<file path="src/rtl/sha256_stream_core.sv">
// ============================================================================
// Module      : sha256_stream_core
// Description : Streaming SHA-256/SHA-224 engine over pre-padded 32-bit words
// Revision    : 1.0 - initial release
// ============================================================================
`default_nettype none

module sha256_stream_core #(
   parameter int SUPPORT_224 = 1,
   parameter int BLKCNT_W    = 16
) (
   input  logic                clk,
   input  logic                reset_n,
   input  logic                in_valid,
   output logic                in_ready,
   input  logic [31:0]         in_data,
   input  logic                in_first,
   input  logic                in_last,
   input  logic                mode_224,
   output logic                out_valid,
   input  logic                out_ready,
   output logic [255:0]        out_digest,
   output logic                busy,
   output logic [BLKCNT_W-1:0] blk_cnt
);

   typedef enum logic [1:0] {S_LOAD = 2'd0, S_ROUND = 2'd1, S_UPDATE = 2'd2, S_OUT = 2'd3} state_t;

   localparam logic [31:0] c_k [64] = '{
      32'h428a2f98, 32'h71374491, 32'hb5c0fbcf, 32'he9b5dba5, 32'h3956c25b, 32'h59f111f1, 32'h923f82a4, 32'hab1c5ed5,
      32'hd807aa98, 32'h12835b01, 32'h243185be, 32'h550c7dc3, 32'h72be5d74, 32'h80deb1fe, 32'h9bdc06a7, 32'hc19bf174,
      32'he49b69c1, 32'hefbe4786, 32'h0fc19dc6, 32'h240ca1cc, 32'h2de92c6f, 32'h4a7484aa, 32'h5cb0a9dc, 32'h76f988da,
      32'h983e5152, 32'ha831c66d, 32'hb00327c8, 32'hbf597fc7, 32'hc6e00bf3, 32'hd5a79147, 32'h06ca6351, 32'h14292967,
      32'h27b70a85, 32'h2e1b2138, 32'h4d2c6dfc, 32'h53380d13, 32'h650a7354, 32'h766a0abb, 32'h81c2c92e, 32'h92722c85,
      32'ha2bfe8a1, 32'ha81a664b, 32'hc24b8b70, 32'hc76c51a3, 32'hd192e819, 32'hd6990624, 32'hf40e3585, 32'h106aa070,
      32'h19a4c116, 32'h1e376c08, 32'h2748774c, 32'h34b0bcb5, 32'h391c0cb3, 32'h4ed8aa4a, 32'h5b9cca4f, 32'h682e6ff3,
      32'h748f82ee, 32'h78a5636f, 32'h84c87814, 32'h8cc70208, 32'h90befffa, 32'ha4506ceb, 32'hbef9a3f7, 32'hc67178f2
   };
   localparam logic [255:0] c_iv256 =
      256'h6a09e667_bb67ae85_3c6ef372_a54ff53a_510e527f_9b05688c_1f83d9ab_5be0cd19;
   localparam logic [255:0] c_iv224 =
      256'hc1059ed8_367cd507_3070dd17_f70e5939_ffc00b31_68581511_64f98fa7_befa4fa4;

   function automatic logic [31:0] rotr(input logic [31:0] x, input int n);
      return (x >> n) | (x << (32 - n));
   endfunction

   state_t              r_state, w_state_nxt;
   logic                r_rdy_en, r_open, r_mode224, r_last;
   logic [3:0]          r_wcnt;
   logic [5:0]          r_rcnt;
   logic [31:0]         r_win [16];
   logic [31:0]         r_h   [8];
   logic [31:0]         r_v   [8];
   logic [255:0]        r_digest;
   logic [BLKCNT_W-1:0] r_blk_cnt;

   logic                w_xfer, w_newmsg, w_mode_sel;
   logic [255:0]        w_iv_sel;
   logic [31:0]         w_t1, w_t2, w_wnext;
   logic [31:0]         w_hsum [8];

   assign in_ready   = (r_state == S_LOAD) && r_rdy_en;
   assign out_valid  = (r_state == S_OUT);
   assign out_digest = r_digest;
   assign busy       = r_open;
   assign blk_cnt    = r_blk_cnt;

   assign w_xfer     = in_valid && in_ready;
   assign w_newmsg   = w_xfer && (r_wcnt == 4'd0) && (in_first || !r_open);
   assign w_mode_sel = (SUPPORT_224 != 0) && mode_224;
   assign w_iv_sel   = w_mode_sel ? c_iv224 : c_iv256;

   // One compression round on a..h, plus the next schedule word from the window
   assign w_t1 = r_v[7] + (rotr(r_v[4], 6) ^ rotr(r_v[4], 11) ^ rotr(r_v[4], 25))
               + ((r_v[4] & r_v[5]) ^ (~r_v[4] & r_v[6])) + c_k[r_rcnt] + r_win[0];
   assign w_t2 = (rotr(r_v[0], 2) ^ rotr(r_v[0], 13) ^ rotr(r_v[0], 22))
               + ((r_v[0] & r_v[1]) ^ (r_v[0] & r_v[2]) ^ (r_v[1] & r_v[2]));
   assign w_wnext = (rotr(r_win[14], 17) ^ rotr(r_win[14], 19) ^ (r_win[14] >> 10)) + r_win[9]
                  + (rotr(r_win[1], 7) ^ rotr(r_win[1], 18) ^ (r_win[1] >> 3)) + r_win[0];

   always_comb begin
      for (int i = 0; i < 8; i++) w_hsum[i] = r_h[i] + r_v[i];
   end

   always_ff @(posedge clk or negedge reset_n) begin
      if (!reset_n) r_state <= S_LOAD;
      else          r_state <= w_state_nxt;
   end

   always_comb begin
      w_state_nxt = r_state;
      unique case (r_state)
         S_LOAD:   if (w_xfer && (r_wcnt == 4'd15)) w_state_nxt = S_ROUND;
         S_ROUND:  if (r_rcnt == 6'd63) w_state_nxt = S_UPDATE;
         S_UPDATE: w_state_nxt = r_last ? S_OUT : S_LOAD;
         S_OUT:    if (out_ready) w_state_nxt = S_LOAD;
         default:  w_state_nxt = S_LOAD;
      endcase
   end

   always_ff @(posedge clk or negedge reset_n) begin
      if (!reset_n) begin
         r_rdy_en  <= 1'b0;
         r_open    <= 1'b0;
         r_mode224 <= 1'b0;
         r_last    <= 1'b0;
         r_wcnt    <= '0;
         r_rcnt    <= '0;
         r_digest  <= '0;
         r_blk_cnt <= '0;
         for (int i = 0; i < 16; i++) r_win[i] <= '0;
         for (int i = 0; i < 8; i++) begin
            r_h[i] <= '0;
            r_v[i] <= '0;
         end
      end else begin
         r_rdy_en <= 1'b1;
         case (r_state)
            S_LOAD: if (w_xfer) begin
               r_win[r_wcnt] <= in_data;
               r_wcnt        <= r_wcnt + 4'd1;
               if (w_newmsg) begin
                  for (int i = 0; i < 8; i++) r_h[i] <= w_iv_sel[255-32*i -: 32];
                  r_blk_cnt <= '0;
                  r_open    <= 1'b1;
                  r_mode224 <= w_mode_sel;
               end
               if (r_wcnt == 4'd15) begin
                  r_last <= in_last;
                  for (int i = 0; i < 8; i++) r_v[i] <= r_h[i];
               end
            end
            S_ROUND: begin
               r_rcnt <= r_rcnt + 6'd1;
               for (int i = 0; i < 15; i++) r_win[i] <= r_win[i+1];
               r_win[15] <= w_wnext;
               r_v[0] <= w_t1 + w_t2;
               r_v[1] <= r_v[0];
               r_v[2] <= r_v[1];
               r_v[3] <= r_v[2];
               r_v[4] <= r_v[3] + w_t1;
               r_v[5] <= r_v[4];
               r_v[6] <= r_v[5];
               r_v[7] <= r_v[6];
            end
            S_UPDATE: begin
               for (int i = 0; i < 8; i++) r_h[i] <= w_hsum[i];
               if (!(&r_blk_cnt)) r_blk_cnt <= r_blk_cnt + 1'b1;
               if (r_last)
                  r_digest <= {w_hsum[0], w_hsum[1], w_hsum[2], w_hsum[3], w_hsum[4],
                               w_hsum[5], w_hsum[6], r_mode224 ? 32'h0 : w_hsum[7]};
            end
            S_OUT: if (out_ready) r_open <= 1'b0;
            default: ;
         endcase
      end
   end

endmodule

`default_nettype wire

</file>
<file path="config.mk">
export PLATFORM = sky130hd
export DESIGN_NAME = sha256_stream_core
export DESIGN_NICKNAME = d
export VERILOG_FILES = /design/src/rtl/sha256_stream_core.sv
export SDC_FILE = /design/constraint.sdc
export NUM_CORES = 2
export LEC_CHECK = 0
export ABC_AREA = 1
export ABC_CLOCK_PERIOD_IN_PS = 10900
export CAP_MARGIN = 5
export CORE_MARGIN = 2
export CORE_UTILIZATION = 49
export DETAILED_ROUTE_END_ITERATION = 16
export HOLD_SLACK_MARGIN = 0.12
export PLACE_DENSITY = 0.75
export SETUP_SLACK_MARGIN = 0.05
export SYNTH_ARGS = -nofsm -noshare
export SYNTH_HDL_FRONTEND = slang
export SYNTH_SLANG_ARGS = --single-unit
</file>
<file path="constraint.sdc">
create_clock -name clk -period 10.9 [get_ports clk]
set_input_delay 1.635 -clock clk [delete_from_list [all_inputs] [get_ports clk]]
set_output_delay 1.635 -clock clk [all_outputs]
set_load 0.01 [all_outputs]
</file>
Word level (Yosys, flattened, before mapping) --
Memories as Yosys holds them, arrays and structs flattened. Index checks and enable logic that the tools add are counted.
Word-level totals: register bits after elaboration 1312, memory bits (read-only) 2048, output and inout port bits 275, memories kept 1
Memory list:
- (no name shown) | words 64, bits a word 32, read ports 1, clocked after memory_dff 0, write ports 0, line 76 | + ((r_v[4] & r_v[5]) ^ (~r_v[4] & r_v[6])) + c_k[r_rcnt] + r_win[0];
Cells by class: $add $sub $neg 21, $lt $le $gt $ge 3, eq/ne operators 12, mux-type cells 28, bitwise gates (word level) 29, reduce and logical (&&, ||, !) cells 24
Operator list (number):
- $mux 256 | 5
- $pmux 256 s2 | 2
- $pmux 512 s2 | 1
- $add 32x32->32 | 18
- $bwmux 512 | 1
- $mux 512 | 1
- $xor 32x32->32 | 9
- $and 32x32->32 | 5
- $demux 32 s4 | 1
- $mux 32 | 4
- $mux 16 | 3
- $not 32->32 | 1
- $or 10x32->32 | 1
- $or 13x32->32 | 1
- $or 14x32->32 | 1
- $or 15x32->32 | 1
- $or 19x32->32 | 1
- $or 21x32->32 | 1
- $or 25x32->32 | 1
- $or 26x32->32 | 1
- $or 30x32->32 | 1
- $or 7x32->32 | 1
- $pmux 16 s2 | 1
- $xor 32x22->32 | 1
- 29 further kinds | 54

Logic depth before layout (Yosys ltp) --
depth in word-level cells 9, depth in mapped cells 40

Least setup slack after synthesis --
Ideal clock, no wire load.
path type register -> register, start point reg r_rcnt[0], end point reg r_v[254] (netlist name), data arrival time 5.988 ns, setup slack 4.835 ns, cell stages (with the launch flop) 37, path buffers 1, clock period less this slack 6.065 ns, cells stage by stage dfrtp_1 -> clkbuf_1 -> inv_1 -> ha_1 -> inv_1 -> nor2_1 -> nor2_1 -> o21ai_0 -> o221ai_1 -> nand2_1 -> inv_1 -> fa_1 -> inv_1 -> ha_1 -> inv_1 -> fa_1 -> inv_1 -> nand4_1 -> nand3_1 -> nand2_1 -> nand2_1 -> a21oi_1 -> o21bai_1 -> a31oi_1 -> xor2_1 -> inv_1 -> fa_1 -> inv_1 -> ha_1 -> nand2_1 -> inv_1 -> and3_1 -> a221oi_1 -> nand2_1 -> nand2_1 -> nand3_1 -> a21oi_1
On the way: cells in the longest elaborated chain, start to end 8
RTL lines:
- from (decl) | line 51 | logic [5:0] r_rcnt;
- from (signal assigned) | line 135 | r_rcnt <= r_rcnt + 6'd1;
- $not 6->7 (not written as such) | line 76
- $mem_v2 64x32
- $mux 32 (not written as such) (2 in a row) | line 76
- $add 32x32->32 (2 in a row) | line 76
- $add 32x32->32 | line 138 | r_v[0] <= w_t1 + w_t2;
- $pmux 256 s2 | line 119 | case (r_state)
- to (decl) | line 54 | logic [31:0] r_v [8];
Every way passes these cells. The select of a mux whose other input is x is not followed. A chain may end at the register's enable or synchronous reset.

Worst setup path in the final report --
start point reg r_rcnt[1], end point reg r_v[247] (netlist name)
Same word-level chain as after synthesis.

==> results.cfg <==
[status]
outcome = completed

[clock_network]
h-tree-depth = 4
cts_buffers = 144
post-cts-setup-buffers = 0
ctsResizeCount = 0
cts.sinks = 1312
cts_tree = built
root_buffer = clkbuf_16
ctsHoldBuffers = 0
clock_latency_ns = 0.85
clk_pin_slew_ns = 0.07
cts.path.max_buffers = 3

[timing]
slew_viol_final = 0
rsz0062_at_grt = no
setup_viol = 0
relSlewSlack = 0.0414
max_freq_mhz = 114
post-route-period-util = 0.805
tightest_slew_ns = 1.44
setup-tns-final_ns = 0
skew_ns = 0.0694
layout_min_cycle_time_ns = 8.78
report.final.hold_viol_count = 0

[critical_path]
worstPathRequired_ns = 11.56
worstPathMaxFanout = 14
reg2reg_from = r_rcnt[1]$_DFFE_PN0P_
crit_start = r_rcnt[1]$_DFFE_PN0P_
endpoint = r_v[247]$_DFFE_PN0P_
startpoint_type = flip-flop
critPathMaxStageDelay_ns = 0.82
cp.arrival_ns = 9.44
crit_type = flip-flop to flip-flop
path_common_cell = inv_1
r2r_cells = 33
crit_slowest_cell = dfrtp_1
r2r_slack_ns = 2.12
r2r-end = r_v[247]$_DFFE_PN0P_
endpoint_kind = flip-flop

[synth]
syn-num-nets = 11400
synth_largest_area_cell = dfrtp_1
synth_edf_count = 0
syn_area_um2 = 85600
ys_types = 66
netlist_instances = 10800
syn_area_per_cell_um2 = 7.93
synthTopCellsByArea = dfrtp_1 (38%), nand2_1 (11%), inv_1 (6.1%)
synth_ff_type = dfrtp_1
ys_ff_latch = 1312
yosysWarnings = 0
ys_seq_area_frac = 0.384
async_flop_share = 1.00
synth_top_cell_area_share = 0.384

[placed_design]
gp_congestion = 1.07
dp_hpwl_um = 289000
postPlaceCellArea_um2 = 90400
portBuffers = 313

[min_path]
hold_path_class = flip-flop to flip-flop
holdPathStages = 2

[floorplan]
dieArea_um2 = 178000
start_util = 0.493
core_um2 = 174000
die_h_um = 422
fp-row-count = 153
ios = 314
die-width_um = 422

[finish]
design_area_um2 = 95400
layout-drive-gt1-share = 0.0423
seqCellArea_um2 = 32800
areaGrowthSynthToFinish_pct = 11.4
final_common_cell = nand2_1
multi_input_area_um2 = 45300
nets = 11400
nFillCells = 16200
final_cell_mix = nand2_1 (2390), inv_1 (1390), dfrtp_1 (1311), o21ai_0 (870), a21oi_1 (613)

[route]
drtIter0Drc = 10600
post-route-drc-count = 0
wl_per_cell_um = 28.7
via_count = 82300
avgViaCountPerCell = 6.23
drtAntennaViolNets = 0
drt_pass1_iterations = 8
drt_wl_total_um = 378000

[grt]
grt_pass1_vias = 78500
antenna_found_initial = 14
grt_pass1_wl_um = 547000
gr-usage-all-layers = 0.418
grt-ovfl-total = 0
grt_max_degree = 209

[flow_run]
cap_violations = 0
[sequential cells by signal, summed over array words and instances, names as in the netlist]
signal      cells
r_rdy_en        1
r_rcnt          6
r_h           256
r_mode224       1
r_wcnt          4
r_last          1
r_state         2
r_win         512
busy            1
out_digest    256
r_v           256
blk_cnt        16
[cell usage after synthesis, types with 5 or more instances]
library cell / n
nand4_1: 53
a211oi_1: 16
o221ai_1: 445
buf_1: 68
and3_1: 7
a21boi_0: 19
a22o_1: 27
xor2_1: 243
a221oi_1: 28
nand3b_1: 21
nor2_1: 506
o21ai_1: 21
a32o_1: 13
nor3_1: 93
a21oi_1: 613
o311ai_0: 5
inv_2: 9
o21a_1: 28
a31oi_1: 113
nor4_1: 16
a21o_1: 63
a22oi_1: 45
o21ai_2: 10
nand3_1: 615
o21bai_1: 66
fa_1: 195
o211ai_1: 226
o31ai_1: 6
ha_1: 398
nand2_1: 2400
o21ai_0: 871
dfrtp_1: 1312
buf_2: 82
xnor2_1: 211
clkbuf_1: 439
inv_1: 1393
or2_2: 48
o22ai_1: 12
[how the worst min path moves through the flow]
stage	start	end
6_report	r_win[272]$_DFFE_PN0P_	r_win[304]$_DFFE_PN0P_
3_3_place_gp	out_digest[68]$_DFFE_PN0P_	out_digest[68]$_DFFE_PN0P_
3_5_place_dp	out_digest[165]$_DFFE_PN0P_	out_digest[165]$_DFFE_PN0P_
4_1_cts	r_win[176]$_DFFE_PN0P_	r_win[208]$_DFFE_PN0P_
2_1_floorplan	r_mode224$_DFFE_PN0P_	r_mode224$_DFFE_PN0P_
5_1_grt	out_digest[165]$_DFFE_PN0P_	out_digest[165]$_DFFE_PN0P_
[stage by stage]
step | util | setup slack, ns | hold WS (ns) | std cells
2_1_floorplan | - | 4.83 | 0.454 | 10800
3_3_place_gp | 0.520 | 2.46 | 0.464 | 12900
3_5_place_dp | 0.520 | 2.50 | 0.466 | 12900
4_1_cts | 0.549 | 2.46 | 0.472 | 13200
5_1_grt | 0.549 | 1.77 | 0.488 | 13200
6_report | 0.549 | 2.12 | 0.472 | 13200
[cells by family after synthesis]
| group | Yosys count | share of synthesized area |
|---|---|---|
| simple gates | 3781 | 0.182 |
| other cells | 1 | 0.0000438 |
| flops | 1312 | 0.384 |
| xor+xnor | 454 | 0.0465 |
| buf+inv | 1994 | 0.0887 |
| fa+ha+maj | 593 | 0.104 |
| compound gates | 2653 | 0.195 |
| mux | 1 | 0.000132 |
[metal layers]
metal  wire (um)  part of all wire  vias up  GRT usage
met3       37200             0.098      911     0.0928
met2      161000              0.43     4513      0.616
met1      155000              0.41    40600      0.570
li1            -                 -    36200          -
met5         101           0.00027        -          0
met4       25100             0.066       14      0.228
[worst max-delay path: cells and delay by family, from the launching register on]
kind                       cells  cell delay [ns]
AOI/OAI and AO/OA              8             2.39
xor gates and xnor gates       1             0.41
adders and majority gates      6             2.51
buffers and inverters          8             0.94
DFF                            1             0.82
and+or+nand+nor               10             1.56
[cell type report]
| type | count | area share |
|---|---|---|
| Sequential cell | 1312 | 0.344 |
| Antenna cell | 4 | 0.000105 |
| Inverter | 1405 | 0.0556 |
| Timing Repair Buffer | 418 | 0.0423 |
| Tap cell | 2325 | 0.0305 |
| Clock buffer | 194 | 0.0428 |
| Multi-Input combinational cell | 7483 | 0.475 |
| Clock inverter | 66 | 0.00986 |
Power is left out: the tool's default activity adds up to more than one toggle a clock period on the data nets, which glitch-free logic cannot reach.
